File: src/rtl/gzip_axis_byte_serializer_pkg.sv
// Shared widths, FIFO entry layout and tkeep helpers for the gzip byte serializer.
package gzip_axis_byte_serializer_pkg;

    localparam int BYTE_W   = 8;
    localparam int IN_BYTES = 4;
    localparam int WORD_W   = BYTE_W * IN_BYTES;
    localparam int IDX_W    = $clog2(IN_BYTES);
    localparam int CNT_W    = $clog2(IN_BYTES + 1);
    localparam int ENTRY_W  = WORD_W + IN_BYTES + 1;

    typedef struct packed {
        logic                last;
        logic [IN_BYTES-1:0] keep;
        logic [WORD_W-1:0]   data;
    } in_word_t;

    // Number of consecutive kept lanes starting at lane 0.
    function automatic logic [CNT_W-1:0] lead_count(input logic [IN_BYTES-1:0] keep);
        logic [CNT_W-1:0] n;
        logic             run;
        n   = '0;
        run = 1'b1;
        for (int k = 0; k < IN_BYTES; k++) begin
            run = run & keep[k];
            if (run) begin
                n = n + CNT_W'(1);
            end
        end
        return n;
    endfunction

    // The only tkeep value that is contiguous from lane 0 with n lanes set.
    function automatic logic [IN_BYTES-1:0] lead_mask(input logic [CNT_W-1:0] n);
        logic [IN_BYTES-1:0] m;
        m = '0;
        for (int k = 0; k < IN_BYTES; k++) begin
            if (CNT_W'(k) < n) begin
                m[k] = 1'b1;
            end
        end
        return m;
    endfunction

endpackage

File: src/rtl/gzip_axis_byte_serializer_word_fifo2.sv
// Small synchronous word FIFO with registered ready (not full) and empty flags.
module gzip_axis_byte_serializer_word_fifo2
    import gzip_axis_byte_serializer_pkg::*;
#(
    parameter int DEPTH = 2
) (
    input  logic               clk,
    input  logic               rst,
    input  logic               push,
    input  logic [ENTRY_W-1:0] wr_data,
    input  logic               pop,
    output logic [ENTRY_W-1:0] rd_data,
    output logic               ready,
    output logic               empty
);

    localparam int AW = $clog2(DEPTH);

    logic [ENTRY_W-1:0] mem [DEPTH];
    logic [AW:0]        wr_ptr_reg, rd_ptr_reg;
    logic [AW:0]        wr_ptr_next, rd_ptr_next;
    logic               ready_reg, empty_reg;
    logic               do_push, do_pop, full_next;

    assign do_push = push & ready_reg;
    assign do_pop  = pop & ~empty_reg;

    // Pointers carry one extra wrap bit so full and empty are distinguishable.
    always_comb begin
        wr_ptr_next = wr_ptr_reg + {{AW{1'b0}}, do_push};
        rd_ptr_next = rd_ptr_reg + {{AW{1'b0}}, do_pop};
        full_next   = (wr_ptr_next[AW] != rd_ptr_next[AW]) &&
                      (wr_ptr_next[AW-1:0] == rd_ptr_next[AW-1:0]);
    end

    always_ff @(posedge clk or posedge rst) begin
        if (rst) begin
            wr_ptr_reg <= '0;
            rd_ptr_reg <= '0;
            ready_reg  <= 1'b0;
            empty_reg  <= 1'b1;
        end else begin
            wr_ptr_reg <= wr_ptr_next;
            rd_ptr_reg <= rd_ptr_next;
            ready_reg  <= ~full_next;
            empty_reg  <= (wr_ptr_next == rd_ptr_next);
        end
    end

    always_ff @(posedge clk) begin
        if (do_push) begin
            mem[wr_ptr_reg[AW-1:0]] <= wr_data;
        end
    end

    assign rd_data = mem[rd_ptr_reg[AW-1:0]];
    assign ready   = ready_reg;
    assign empty   = empty_reg;

endmodule

File: src/rtl/gzip_axis_byte_serializer.sv
// 32-bit AXI-stream to 8-bit AXI-stream serializer, lane 0 first, tlast preserved.
// Optional byte/packet counters are enabled by defining BYTE_SER_STATS_EN.
module gzip_axis_byte_serializer
    import gzip_axis_byte_serializer_pkg::*;
#(
    parameter int FIFO_DEPTH = 2
) (
    input  logic                clk,
    input  logic                rst,
    output logic                i_tready,
    input  logic                i_tvalid,
    input  logic [WORD_W-1:0]   i_tdata,
    input  logic [IN_BYTES-1:0] i_tkeep,
    input  logic                i_tlast,
    input  logic                o_tready,
    output logic                o_tvalid,
    output logic [BYTE_W-1:0]   o_tdata,
    output logic                o_tlast,
    output logic                o_err
`ifdef BYTE_SER_STATS_EN
    ,
    output logic [31:0]         o_byte_cnt,
    output logic [15:0]         o_pkt_cnt
`endif
);

    in_word_t            in_word, head;
    logic [ENTRY_W-1:0]  head_bits;
    logic                fifo_empty, fifo_pop;
    logic [BYTE_W-1:0]   lanes [IN_BYTES];
    logic [CNT_W-1:0]    run;
    logic                last_lane, out_free, emit, drop, bad_word;

    logic [IDX_W-1:0]    idx_reg;
    logic                o_tvalid_reg, o_tlast_reg, err_reg;
    logic [BYTE_W-1:0]   o_tdata_reg;

    assign in_word = '{last: i_tlast, keep: i_tkeep, data: i_tdata};
    assign head    = head_bits;

    gzip_axis_byte_serializer_word_fifo2 #(
        .DEPTH   (FIFO_DEPTH)
    ) u_fifo (
        .clk     (clk),
        .rst     (rst),
        .push    (i_tvalid),
        .wr_data (in_word),
        .pop     (fifo_pop),
        .rd_data (head_bits),
        .ready   (i_tready),
        .empty   (fifo_empty)
    );

    generate
        for (genvar gi = 0; gi < IN_BYTES; gi++) begin : g_lane
            assign lanes[gi] = head.data[gi*BYTE_W +: BYTE_W];
        end
    endgenerate

    // Words with lane 0 unkept carry no data and are popped without output.
    always_comb begin
        run       = lead_count(head.keep);
        last_lane = (CNT_W'(idx_reg) + CNT_W'(1)) == run;
        out_free  = ~o_tvalid_reg | o_tready;
        drop      = ~fifo_empty && (run == '0);
        emit      = ~fifo_empty && (run != '0) && out_free;
        fifo_pop  = drop || (emit && last_lane);
        bad_word  = (head.keep != lead_mask(run)) || ((run == '0) && head.last);
    end

    always_ff @(posedge clk or posedge rst) begin
        if (rst) begin
            idx_reg      <= '0;
            o_tvalid_reg <= 1'b0;
            o_tdata_reg  <= '0;
            o_tlast_reg  <= 1'b0;
            err_reg      <= 1'b0;
        end else begin
            if (fifo_pop) begin
                idx_reg <= '0;
            end else if (emit) begin
                idx_reg <= idx_reg + IDX_W'(1);
            end

            if (emit) begin
                o_tvalid_reg <= 1'b1;
                o_tdata_reg  <= lanes[idx_reg];
                o_tlast_reg  <= last_lane & head.last;
            end else if (o_tready) begin
                o_tvalid_reg <= 1'b0;
            end

            if (fifo_pop && bad_word) begin
                err_reg <= 1'b1;
            end
        end
    end

    assign o_tvalid = o_tvalid_reg;
    assign o_tdata  = o_tdata_reg;
    assign o_tlast  = o_tlast_reg;
    assign o_err    = err_reg;

`ifdef BYTE_SER_STATS_EN
    logic [31:0] byte_cnt_reg;
    logic [15:0] pkt_cnt_reg;

    always_ff @(posedge clk or posedge rst) begin
        if (rst) begin
            byte_cnt_reg <= '0;
            pkt_cnt_reg  <= '0;
        end else if (o_tvalid_reg && o_tready) begin
            byte_cnt_reg <= byte_cnt_reg + 32'd1;
            if (o_tlast_reg) begin
                pkt_cnt_reg <= pkt_cnt_reg + 16'd1;
            end
        end
    end

    assign o_byte_cnt = byte_cnt_reg;
    assign o_pkt_cnt  = pkt_cnt_reg;
`endif

endmodule

File: config.mk
export PLATFORM = sky130hd
export DESIGN_NAME = gzip_axis_byte_serializer
export DESIGN_NICKNAME = d
export VERILOG_FILES = /design/src/rtl/gzip_axis_byte_serializer_pkg.sv /design/src/rtl/gzip_axis_byte_serializer_word_fifo2.sv /design/src/rtl/gzip_axis_byte_serializer.sv
export SDC_FILE = /design/constraint.sdc
export NUM_CORES = 1
export LEC_CHECK = 0
export ABC_AREA = 1
export CAP_MARGIN = 20
export CELL_PAD_IN_SITES_DETAIL_PLACEMENT = 2
export CELL_PAD_IN_SITES_GLOBAL_PLACEMENT = 2
export CORE_UTILIZATION = 28
export DETAILED_ROUTE_END_ITERATION = 8
export HOLD_SLACK_MARGIN = 0.08
export PLACE_DENSITY_LB_ADDON = 0.08
export SYNTH_ARGS = -nofsm -noshare
export SYNTH_HDL_FRONTEND = slang
export SYNTH_SLANG_ARGS = --single-unit
File: constraint.sdc
create_clock -name clk -period 2.4 [get_ports clk]
set_input_delay 0.6 -clock clk [delete_from_list [all_inputs] [get_ports clk]]
set_output_delay 0.6 -clock clk [all_outputs]
set_load 0.005 [all_outputs]
==> Word level (Yosys, flattened, before mapping) <==
Memory sizes are Yosys's and may differ from the RTL's.
Cells that the tools add are included.
{ "totals": {"regBits": 19, "elab_cells": 68, "ramBits": 74, "n_memories": 1} }
{ "classes": {"magnitude_cmp": 5, "addsub": 7, "n_mux": 17, "reduce_logical": 13, "bitwise_logic": 11, "n_eq_ne": 5} }
{ "mem_list": {"columns": ["name", "depth", "width", "rd", "rd_ports_with_merged_regs", "wr", "line_no", "text"], "rows": [
  ["u_fifo.mem", 2, 37, 1, 0, 1, "gzip_axis_byte_serializer_word_fifo2.sv:19", "logic [ENTRY_W-1:0] mem [DEPTH];"]
]} }
{ "op_table": {"columns": ["op", "count"], "rows": [
  ["8-bit binary-select mux with 2-bit select", 1],
  ["8-bit 2-to-1 mux", 2],
  ["1-bit 2-to-1 mux", 9],
  ["1-bit logical AND", 7],
  ["3-bit by 1-bit adder with 3-bit output, second input constant", 2],
  ["1-bit AND", 6],
  ["1-bit by 3-bit < comparator with 1-bit output, first input constant", 2],
  ["2-bit by 3-bit < comparator with 1-bit output, first input constant", 2],
  ["2-bit 2-to-1 mux", 3],
  ["3-bit 2-to-1 mux", 2],
  ["2-bit by 1-bit adder with 2-bit output", 2],
  ["4-bit inequality test", 1],
  ["2-bit nonzero test", 2],
  ["2-bit by 1-bit adder with 3-bit output, second input constant", 1],
  ["3-bit equality test", 1],
  ["3-bit greater-or-equal comparator, second input constant", 1],
  ["3-bit zero test", 1],
  ["1-bit inverter", 3],
  ["2-bit inverter with 3-bit output", 1],
  ["3-bit nonzero test", 1],
  ["1-bit by 1-bit adder with 2-bit output, second input constant", 1],
  ["2-bit by 1-bit adder with 2-bit output, second input constant", 1],
  ["2-bit equality test", 1],
  ["1-bit logical OR", 2],
  ["other kinds (3)", 3]
]} }

==> Longest topological paths before layout <==
Gate-level depths: netlist (run 1).
An unclocked memory read counts as a cell.
{ "depth": {"ltp_word": 18, "depth_mapped": 16} }

==> By module <==
A second synthesis (run 1) with hierarchy kept.
{ "hier_totals": {"cells_unflattened": 302, "hier_area_um2": 4167.7} }
{ "by_module_without_submodules": {"columns": ["mod", "area_per_inst_um2", "cells_each", "n_inst"], "rows": [
  ["gzip_axis_byte_serializer_word_fifo2", 3129.3, 154, 1],
  ["gzip_axis_byte_serializer", 1038.5, 148, 1]
]} }

==> Least setup slack after synthesis (run 1) <==
Ideal clock, no wire load.
{ "synth_path": {"path_type": "input-to-reg", "startpoint": "input port i_tvalid", "endpoint": "register u_fifo.ready_reg (netlist: u_fifo.ready)", "t_required_ps": 2275, "arrival_time_ps": 2180, "cell_stages": 6, "path_slack_ps": 95, "cell_sequence": "nand2_1 > inv_1 > ha_1 > xor2_1 > xor2_1 > nand2_1"} }
{ "synth_between": {"elab_chain_len": 5} }
{ "synth_lines": {"columns": ["item", "line_no", "text"], "rows": [
  ["start, declared", "gzip_axis_byte_serializer.sv:11", "input logic i_tvalid,"],
  ["1-bit AND", "gzip_axis_byte_serializer_word_fifo2.sv:25", "assign do_push = push & ready_reg;"],
  ["2-bit by 1-bit adder with 2-bit output", "gzip_axis_byte_serializer_word_fifo2.sv:30", "wr_ptr_next = wr_ptr_reg + {{AW{1'b0}}, do_push};"],
  ["named net u_fifo.wr_ptr_next[1]", "gzip_axis_byte_serializer_word_fifo2.sv:21", "logic [AW:0] wr_ptr_next, rd_ptr_next;"],
  ["1-bit inequality test", "gzip_axis_byte_serializer_word_fifo2.sv:32", "full_next = (wr_ptr_next[AW] != rd_ptr_next[AW]) &&"],
  ["1-bit logical AND", "gzip_axis_byte_serializer_word_fifo2.sv:32", null],
  ["1-bit inverter", "gzip_axis_byte_serializer_word_fifo2.sv:45", "ready_reg <= ~full_next;"],
  ["end signal, assigned", "gzip_axis_byte_serializer_word_fifo2.sv:45", null],
  ["end, declared", "gzip_axis_byte_serializer_word_fifo2.sv:22", "logic ready_reg, empty_reg;"]
]} }
The timed path passes the listed nets, and every way through them passes these cells.
A chain may end at the register's enable or synchronous reset.

==> Worst setup path in the final report (run 1) <==
{ "layout_path": {"startpoint": "register u_fifo.rd_ptr_reg[0]", "endpoint": "register u_fifo.ready_reg (netlist: u_fifo.ready)"} }
{ "layout_between": {"elab_chain_len": 18} }
{ "layout_lines": {"columns": ["item", "line_no", "text"], "rows": [
  ["start, declared", "gzip_axis_byte_serializer_word_fifo2.sv:20", "logic [AW:0] wr_ptr_reg, rd_ptr_reg;"],
  ["start signal, assigned", "gzip_axis_byte_serializer_word_fifo2.sv:44", "rd_ptr_reg <= rd_ptr_next;"],
  ["memory 2 x 37 bit", null, null],
  ["1-bit 2-to-1 mux", "gzip_axis_byte_serializer_pkg.sv:25", "if (run) begin"],
  ["1-bit by 1-bit adder with 2-bit output", "gzip_axis_byte_serializer_pkg.sv:26", "n = n + CNT_W'(1);"],
  ["2-bit 2-to-1 mux", "gzip_axis_byte_serializer_pkg.sv:25", null],
  ["3-bit by 1-bit adder with 3-bit output", "gzip_axis_byte_serializer_pkg.sv:26", null],
  ["3-bit 2-to-1 mux", "gzip_axis_byte_serializer_pkg.sv:25", null],
  ["3-bit by 1-bit adder with 3-bit output", "gzip_axis_byte_serializer_pkg.sv:26", null],
  ["3-bit 2-to-1 mux", "gzip_axis_byte_serializer_pkg.sv:25", null],
  ["[3 not listed]", null, null],
  ["1-bit logical AND", "gzip_axis_byte_serializer.sv:67", "fifo_pop = drop || (emit && last_lane);"],
  ["1-bit logical OR", "gzip_axis_byte_serializer.sv:67", null],
  ["1-bit AND", "gzip_axis_byte_serializer_word_fifo2.sv:26", "assign do_pop = pop & ~empty_reg;"],
  ["2-bit by 1-bit adder with 2-bit output *", "gzip_axis_byte_serializer_word_fifo2.sv:31", "rd_ptr_next = rd_ptr_reg + {{AW{1'b0}}, do_pop};"],
  ["named net u_fifo.rd_ptr_next[1]", "gzip_axis_byte_serializer_word_fifo2.sv:21", null],
  ["1-bit inequality test *", "gzip_axis_byte_serializer_word_fifo2.sv:32", null],
  ["1-bit logical AND *", "gzip_axis_byte_serializer_word_fifo2.sv:32", null],
  ["1-bit inverter *", "gzip_axis_byte_serializer_word_fifo2.sv:45", null]
]} }
Mark *: on every way through the listed nets, which the timed path passes. The rest lies on a longest branch.

==> key figures, run 1 <==
Outcome
  • Outcome: finished, final reports clean

Placed design
  • I/O Buffers: 52
  • DP Cell Count: 531
  • Detailed Place HPWL: 6430 um
  • Pre-CTS WS: -0.103 ns
  • Routability cong.: 0.765

Power and ir drop
  • Post-layout power: 6320 uW
  • Power per Cell Area: 1260 nW/um^2
  • Peak VDD IR: 0.363 mV
  • Pleak: 0.00189 uW

Setup path
  • Launching point of the worst reg2reg path: u_fifo.rd_ptr_reg[0]
  • Data arrival, critical path: 2.55 ns
  • Crit path capture type: flop
  • FF-to-FF setup slack: 0.09 ns
  • Most Frequent Cell on Critical Path: nand2_2
  • CP Class: reg -> reg
  • Register-to-Register Path Depth: 15
  • Crit path max fanout: 5
  • Startpoint Class: flop
  • Crit path max-delay cell type: dfrtp_1
  • Reg2reg end: u_fifo.ready
  • CP required: 2.64 ns
  • Cells along the critical path: inv_2, nand2_2, nand2_4, inv_4, a21oi_4, ha_4, o21ai_2, nand2_1, nand2_2, nand3_2, nand2_2, ha_4, xor2_2, xor2_1, nand2_1
  • CP max stage delay: 0.41 ns

Floorplan
  • FP Rows: 42
  • Boundary Pins: 53
  • Die Y: 118 um
  • Die ar.: 14000 sq um
  • Die Span X: 118 um
  • Initial cell density of the core: 0.286
  • Core area: 13200 sq um

STA
  • Worst slew margin relative to its limit: 0.753
  • Final Hold Fails: 0
  • RSZ-0062 raised after global routing: true
  • Final worst setup slack: 0.0915 ns
  • Layout Skew: 0.00799 ns
  • Minimum clock period: 2.31 ns
  • Setup violators final: 0
  • Max frequency: 433 MHz
  • Max Slew Vio Count: 0
  • Crit share post-route: 0.962
  • Worst Tran Pin Value: 0.370 ns

Synth
  • Post-synth top cells: edfxtp_1, nand2_1, nor2_1
  • Yosys reg bits: 93
  • Cell taking the most area after synthesis: edfxtp_1
  • Net Count, Synth: 344
  • Synth top area cells: edfxtp_1, dfrtp_1, o21ai_0
  • Ys flop type: edfxtp_1
  • Number of enable flip-flop cells after synthesis: 74
  • Syn Area/Cell: 12.7 sq um
  • Netlist cell types: 29
  • Post-synth ARST share: 0.204
  • Sequential area share after synthesis: 0.714
  • Ys Warns: 0
  • Most common cell in the synthesized netlist: edfxtp_1
  • Area of the mapped netlist: 3780 sq um
  • Syn Inst Count: 298
  • Post-synth top area share: 0.588

Finish
  • Reg area: 2700 sq um
  • Fraction of layout instances using a drive strength above 1: 0.190
  • N_diodes: 0
  • Area grow syn2layout: 33.1%
  • Fill cells: 1357
  • Nets@finish: 419
  • Final Non-Filler Cells: 554
  • Final core occ: 0.381
  • Multi-input logic area: 1000 sq um
  • Max FFs per register: 74

Detailed routing
  • Avg Vias per Cell: 4.60
  • Remaining antenna violation count after routing: 0
  • DR DRC count: 0
  • Drt pass-1 iters: 4
  • DRT iter0 DRCs: 102
  • DR WL/cell: 17.8 um
  • Final WL: 9880 um
  • Via count of the routed design: 2551

CTS
  • CTS Buffer Depth: 2
  • CTS tree: yes
  • Clock Latency Late Sink: 0.35 ns
  • CTS root buf: clkbuf_16
  • H-tree level count: 3
  • Post-CTS Hold Fix Bufs: 0
  • CTS clock-pin slew for the worst setup and hold paths: 0.07 ns
  • CTS sink count: 93
  • TritonCTS Buffers: 9

Worst hold path
  • Hold Path Class: reg -> reg
  • HP Start: o_err
  • Hold-critical path depth: 2
  • Sink of the worst hold path: o_err

Global route
  • First-pass GRT wire length: 15400 um
  • Total track usage: 0.153
  • Largest net degree at the start of global routing: 38
  • Initial antenna violation count: 0
  • GR Overflow Total: 0
  • Vias in the first global route: 2786

Flow run
  • # Max-Cap Violations: 0
through the flow:
step | hold slack [ns] | area, sq um | setup TNS [ns]
floorplan | 0.445 | 3780 | 0
CTS | 0.484 | 4930 | 0
finish | 0.473 | 5030 | 0
global route | 0.511 | 5030 | -0.156
detailed placement | 0.466 | 4620 | -0.158
global placement | 0.450 | 4620 | -0.00968
placed cells by master, fill, tap and decap left out, types with 2 or more instances in the layout:
cell and count:
clkbuf_16 9, buf_4 22, inv_2 6, nand3_2 2, inv_1 13, clkdlybuf4s50_1 52
nor2_1 37, xor2_1 2, dfrtp_1 18, nand2_4 4, buf_12 2, nand2_1 38
o221ai_1 8, edfxtp_1 74, o211ai_1 8, nand2_2 10, ha_4 2, ha_2 2
o22ai_1 8, nand3_1 5, o21ai_0 33, clkinv_1 2, a21oi_1 4, clkinv_2 2
routing by layer:
metal | part of all wire | routed length [um] | GRT usage
met2 | 0.51 | 5020 | 0.264
met3 | 0.029 | 286 | 0.0256
met5 | 0 | 0 | 0
met1 | 0.43 | 4290 | 0.182
met4 | 0.028 | 277 | 0.0801
where the power goes:
| part | total (uW) | switching [uW] | internal [uW] |
|---|---|---|---|
| registers | 2360 | 156 | 2210 |
| clock network | 1420 | 615 | 802 |
| logic | 2530 | 1500 | 1030 |
| total | 6320 | 2280 | 4040 |
worst max path at each step:
stage | startpoint | end | slack (ns) | cells past startpoint
2_1_floorplan | i_tvalid | u_fifo.ready | 0.09 | 6
3_3_place_gp | o_tready | u_fifo.ready | -0.01 | 11
3_5_place_dp | u_fifo.rd_ptr_reg[0] | u_fifo.ready | -0.10 | 15
4_1_cts | u_fifo.rd_ptr_reg[0] | u_fifo.ready | 0.008 | 14
5_1_grt | u_fifo.rd_ptr_reg[0] | u_fifo.ready | -0.1 | 15
6_report | u_fifo.rd_ptr_reg[0] | u_fifo.ready | 0.09 | 15
kinds of logic after synthesis:
logic type               count (synthesis)  share of synthesized area
adder cells (fa/ha/maj)                  5                     0.0166
buffers and inverters                   33                     0.0364
AND/OR/NAND/NOR                         98                      0.119
flip-flops                              93                      0.714
AO/OA/AOI/OAI                           64                      0.102
multiplexers                             1                    0.00265
XOR/XNOR                                 4                    0.00928
worst max-delay path: cells and delay by family, from the launching register on:
family          cells  cell delay, ns
fa+ha+maj           2            0.37
compound gates      2            0.31
flops               1            0.41
simple gates        7            0.58
xor+xnor            2            0.36
buf+inv             2            0.16
cell type report:
class	instances	area share
Inverter	20	0.0154
Clock buffer	9	0.0448
Timing Repair Buffer	77	0.147
Tap cell	176	0.0438
Clock inverter	7	0.0129
Multi-Input combinational cell	172	0.200
Sequential cell	93	0.537
what timing repair did:
action | in CTS | in global routing
pin swaps | 1 | 9
setup endpoints to repair | 2 | 2
gates resized for setup | 2 | 14
buffers inserted | 1 | 6
Note: power is estimated with default switching activity, not from simulation.
==> run 2: changes to the inputs <==
CORE_UTILIZATION = 30   (was 28)
CTS_CLUSTER_DIAMETER = 100   (was default)
==> run 2 against run 1 <==
Against the previous run: design area increased by 0.12%; die area decreased by 6.6%; count of clock-buffer cells in the layout is 3 higher; worst hold slack lost 0.00080 ns; global-route usage rose by 0.74 points; maximum frequency is 1.3% higher; cell count fell by 1.8%; non-clock buffer count down 2; critical path type unchanged; largest cell class unchanged.
==> key figures, run 2 (same netlist as run 1, synthesis figures left out) <==
CTS
  • CTS sink count: 93
  • CTS tree: yes
  • CTS root buf: clkbuf_16
  • Clock Latency Late Sink: 0.34 ns
  • TritonCTS Buffers: 9
  • CTS Buffer Depth: 2
  • CTS clock-pin slew for the worst setup and hold paths: 0.06 ns
  • H-tree level count: 3
  • Post-CTS Hold Fix Bufs: 0

Global route
  • First-pass GRT wire length: 15200 um
  • Vias in the first global route: 2834
  • Total track usage: 0.160
  • GR Overflow Total: 0
  • Largest net degree at the start of global routing: 38
  • Initial antenna violation count: 0

Finish
  • Fraction of layout instances using a drive strength above 1: 0.178
  • Multi-input logic area: 1020 sq um
  • Most common cell after layout, fill and taps aside: edfxtp_1
  • Commonest non-fill, non-tap cells in the layout: edfxtp_1, clkdlybuf4s50_1, nand2_1
  • N_diodes: 0
  • Nets@finish: 417
  • Max FFs per register: 74
  • Reg area: 2700 sq um
  • Final core occ: 0.414
  • Area grow syn2layout: 33.3%
  • Fill cells: 1256

Detailed routing
  • DR WL/cell: 17.3 um
  • Drt pass-1 iters: 4
  • Top layer in use: met4
  • Final WL: 9440 um
  • DR WL met2: 5090 um
  • Met1 wire length: 3950 um
  • DR DRC count: 0
  • DRT iter0 DRCs: 93
  • Avg Vias per Cell: 4.63
  • Via count of the routed design: 2520
  • Remaining antenna violation count after routing: 0
  • WL met3: 281 um

Floorplan
  • FP Rows: 40
  • Core area: 12200 sq um
  • Die ar.: 13000 sq um
  • Die Y: 114 um
  • Boundary Pins: 53
  • Die Span X: 114 um
  • Initial cell density of the core: 0.311

Setup path
  • CP endpoint: u_fifo.ready
  • FF-to-FF setup slack: 0.12 ns
  • CP max stage delay: 0.41 ns
  • Worst path depth: 14
  • Crit path max fanout: 6
  • Reg2reg end: u_fifo.ready
  • Register-to-Register Path Depth: 14
  • Crit path max-delay cell type: dfrtp_1
  • Critical path launch point: u_fifo.rd_ptr_reg[0]
  • Startpoint Class: flop
  • Data arrival, critical path: 2.50 ns
  • CP required: 2.62 ns
  • WP buf/inv: 1
  • CP delay by family, top: simple AND/OR/NAND/NOR gates
  • Crit path capture type: flop
  • Launching point of the worst reg2reg path: u_fifo.rd_ptr_reg[0]
  • CP Class: reg -> reg
  • Most Frequent Cell on Critical Path: nand2_2
  • Cells along the critical path: buf_6, nand2_2, nand2_4, a21oi_4, ha_4, o21ai_2, nand2_1, nand2_2, nand3_2, nand2_2, ha_4, xor2_4, xor2_2, nand2_1

Power and ir drop
  • Switch Pwr: 2210 uW
  • Sw Ratio: 0.347
  • Peak VDD IR: 0.549 mV
  • Comb pwr share: 0.398
  • Clock power frac: 0.232
  • Power per Cell Area: 1270 nW/um^2
  • Post-layout power: 6390 uW
  • Pleak: 0.00189 uW
  • Internal Pwr Total: 4170 uW
  • Flop pwr share: 0.371

Placed design
  • Detailed Place HPWL: 6370 um
  • Routability cong.: 0.754
  • I/O Buffers: 52
  • Pre-CTS WS: -0.109 ns

STA
  • WHS: 0.472 ns
  • Minimum clock period: 2.28 ns
  • Max Slew Vio Count: 0
  • Worst Tran Pin Value: 0.430 ns
  • Setup violators final: 0
  • Worst slew margin relative to its limit: 0.713
  • Final worst setup slack: 0.122 ns
  • Layout Skew: 0.00638 ns
  • Final Hold Fails: 0
  • Max frequency: 439 MHz
  • Crit share post-route: 0.949

Worst hold path
  • Hold Path Class: reg -> reg

Flow run
  • # Max-Cap Violations: 0

Outcome
  • Outcome: finished, final reports clean
-- run 2: cell count changes in the layout (fill, tap and decap cells not counted) --
cell / previous run / this run
ha_1: 1 / 2
inv_4: 1 / 0
ha_2: 2 / 1
xor2_1: 2 / 1
xor2_4: 0 / 1
inv_1: 13 / 14
buf_4: 22 / 20
bufinv_16: 1 / 2
clkbuf_1: 0 / 3
nand2_1: 38 / 39
inv_6: 1 / 0
nand2_2: 10 / 9
clkinv_2: 2 / 1
clkinv_1: 2 / 0
-- run 2: worst min path at each step --
| stage | from | endpoint | slack (ns) | cells after the start |
|---|---|---|---|---|
| after floorplan | u_fifo.rd_ptr_reg[1] | u_fifo.rd_ptr_reg[1] | 0.45 | 1 |
| after global placement | o_err | o_err | 0.46 | 2 |
| after detailed placement | o_err | o_err | 0.47 | 2 |
| after CTS | o_err | o_err | 0.48 | 2 |
| after global routing | o_err | o_err | 0.50 | 2 |
| final | o_err | o_err | 0.47 | 2 |
-- run 2: metal layers --
metal	vias up	track usage
met3	10	0.0424
met5	-	0
met1	1269	0.184
met2	45	0.295
li1	1196	-
met4	0	0.0416
-- run 2: timing repair --
| action | 4_1_cts | 5_1_grt |
|---|---|---|
| buffers inserted | 1 | 4 |
| resized for setup | 3 | 12 |
| hold endpoints to repair | 0 | 0 |
| setup endpoints to repair | 2 | 2 |
| pin swaps | 2 | 1 |
-- run 2: power groups by stage --
| stage | registers [uW] | clock network (uW) | logic [uW] |
|---|---|---|---|
| after detailed placement | 2400 | 0 | 2330 |
| after global placement | 2390 | 0 | 2260 |
| final | 2370 | 1480 | 2540 |
| after global routing | 2410 | 1590 | 2840 |
| after CTS | 2370 | 1530 | 2390 |
| after floorplan | 2360 | 0 | 1350 |
-- run 2: cell type report --
class / instances / area share
clock inverter: 4 / 0.0147
sequential: 93 / 0.536
timing repair buffer: 75 / 0.143
clock buffer: 12 / 0.0470
multi-input combinational: 172 / 0.202
inverter: 20 / 0.0149
tap: 168 / 0.0417
-- run 2: metrics by stage --
stage / cell area (sq um) / setup TNS [ns] / cells
floorplan: 3780 / 0 / 298
global placement: 4610 / -0.0129 / 523
detailed placement: 4610 / -0.155 / 523
CTS: 4940 / 0 / 540
global route: 5030 / -0.00743 / 544
finish: 5030 / 0 / 544
-- run 2: tightest hold or removal path, cell delays in order (launching register included) --
cell and delay, ns:
dfrtp_1 0.34, inv_1 0.04, nand2_1 0.05
==> run 3: changes to the inputs <==
CORE_MARGIN = 5   (was default)
==> run 3 against run 2 <==
Against the previous run: total power shrank 0.61%; sequential power is essentially flat; sequential share of layout area grew 0.23 points; critical endpoint unchanged; largest cell class unchanged.
==> key figures, run 3 (same netlist as run 1, synthesis figures left out) <==
Outcome
  • Outcome: finished, final reports clean

Setup path
  • CP delay by family, top: simple AND/OR/NAND/NOR gates
  • Cells along the critical path: buf_6, nand2_2, nand2_4, inv_2, a21oi_2, ha_1, o21ai_1, nand2_1, nand2_1, nand3_2, nand2_2, ha_4, xor2_4, xor2_2, nand2_1
  • Crit path max-delay cell type: dfrtp_1
  • Crit path max fanout: 5
  • CP Class: reg -> reg
  • Most Frequent Cell on Critical Path: nand2_1
  • Data arrival, critical path: 2.51 ns
  • FF-to-FF setup slack: 0.11 ns
  • WP buf/inv: 2
  • Crit path capture type: flop
  • Startpoint Class: flop
  • CP required: 2.63 ns
  • CP max stage delay: 0.41 ns

Placed design
  • Pre-CTS WS: -0.0919 ns
  • I/O Buffers: 52
  • Routability cong.: 0.760
  • Placement Cell Area: 4610 sq um
  • Detailed Place HPWL: 6450 um

CTS
  • CTS sink count: 93
  • CTS clock-pin slew for the worst setup and hold paths: 0.06 ns
  • Post-CTS Hold Fix Bufs: 0
  • CTS Buffer Depth: 2
  • CTS tree: yes
  • Clock Latency Late Sink: 0.35 ns
  • H-tree level count: 3
  • TritonCTS Buffers: 9
  • CTS root buf: clkbuf_16

Finish
  • Fin area: 5010 sq um
  • N_diodes: 0
  • Fill cells: 1282
  • Fraction of layout instances using a drive strength above 1: 0.165
  • Multi-input logic area: 987 sq um
  • Reg area: 2700 sq um
  • Max FFs per register: 74
  • Area grow syn2layout: 32.7%
  • Most common cell after layout, fill and taps aside: edfxtp_1
  • Commonest non-fill, non-tap cells in the layout: edfxtp_1, clkdlybuf4s50_1, nand2_1
  • Nets@finish: 416

Power and ir drop
  • Switch Pwr: 2190 uW
  • Sw Ratio: 0.344
  • Power per Cell Area: 1270 nW/um^2
  • Clock power frac: 0.241
  • Comb pwr share: 0.385
  • Flop pwr share: 0.374
  • Internal Pwr Total: 4160 uW
  • Pleak: 0.00189 uW
  • Peak VDD IR: 0.409 mV

Detailed routing
  • Via count of the routed design: 2520
  • DR DRC count: 0
  • Final WL: 9620 um
  • DRT iter0 DRCs: 128
  • Drt pass-1 iters: 4
  • Remaining antenna violation count after routing: 0
  • DR WL/cell: 17.6 um
  • Avg Vias per Cell: 4.61

Floorplan
  • Initial cell density of the core: 0.303
  • Die ar.: 14900 sq um
  • Core area: 12500 sq um
  • FP Rows: 41
  • Die Span X: 122 um
  • Die Y: 122 um
  • Boundary Pins: 53

STA
  • Layout Skew: 0.00649 ns
  • Final Hold Fails: 0
  • Max frequency: 437 MHz
  • Worst Tran Pin Value: 0.559 ns
  • Worst slew margin relative to its limit: 0.627
  • WHS: 0.471 ns
  • Setup violators final: 0
  • Max Slew Vio Count: 0
  • Crit share post-route: 0.953
  • Minimum clock period: 2.29 ns
  • Setup TNS Final: 0 ns
  • Final worst setup slack: 0.113 ns
  • RSZ-0062 raised after global routing: true

Worst hold path
  • Hold Path Class: reg -> reg

Global route
  • Initial antenna violation count: 0
  • GR Overflow Total: 0
  • Total track usage: 0.140
  • Vias in the first global route: 2960
  • Largest net degree at the start of global routing: 38
  • First-pass GRT wire length: 15500 um

Flow run
  • # Max-Cap Violations: 0
run 3: area by class of cell:
class | instances | area share
Clock inverter | 4 | 0.0145
Sequential cell | 93 | 0.538
Inverter | 20 | 0.0150
Multi-Input combinational cell | 172 | 0.197
Clock buffer | 12 | 0.0492
Tap cell | 172 | 0.0429
Timing Repair Buffer | 74 | 0.143
run 3: final timing paths:
kind                                       from                   end  cells after the start
min in group asynchronous                   rst  u_fifo.wr_ptr_reg[0]                      3
max                        u_fifo.rd_ptr_reg[0]          u_fifo.ready                     15
min                                       o_err                 o_err                      2
min reg2reg                               o_err                 o_err                      2
max reg2reg                u_fifo.rd_ptr_reg[0]          u_fifo.ready                     15
max in group asynchronous                   rst          u_fifo.empty                      3
run 3: metal layers:
| metal | vias up | share of wire | global-route usage |
|---|---|---|---|
| met2 | 45 | 0.52 | 0.240 |
| li1 | 1200 | - | - |
| met3 | 18 | 0.036 | 0.0392 |
| met1 | 1257 | 0.42 | 0.165 |
| met5 | - | 0 | 0 |
| met4 | 0 | 0.023 | 0.0630 |
run 3: power by group through the flow:
stage / Sequential (uW) / Clock (uW) / Combinational, uW
after floorplan: 2360 / 0 / 1350
after global placement: 2390 / 0 / 2280
after detailed placement: 2400 / 0 / 2330
after CTS: 2370 / 1580 / 2420
after global routing: 2420 / 1650 / 2750
final: 2370 / 1530 / 2450
run 3: timing repair:
item / in CTS / in global routing
pin swaps: 1 / 2
gates resized for setup: 6 / 4
setup endpoints to repair: 2 / 2
setup buffers: 2 / 2
run 3: tightest hold or removal path, stage by stage, from the launching register on:
cell     delay (ns)
dfrtp_1        0.35
inv_1          0.04
nand2_1        0.05
run 3: stage by stage:
stage / util / std cells / power (uW)
finish: 0.402 / 547 / 6350
global route: 0.402 / 547 / 6810
CTS: 0.398 / 545 / 6370
detailed placement: 0.370 / 527 / 4720
global placement: 0.370 / 527 / 4670
floorplan: - / 298 / 3720
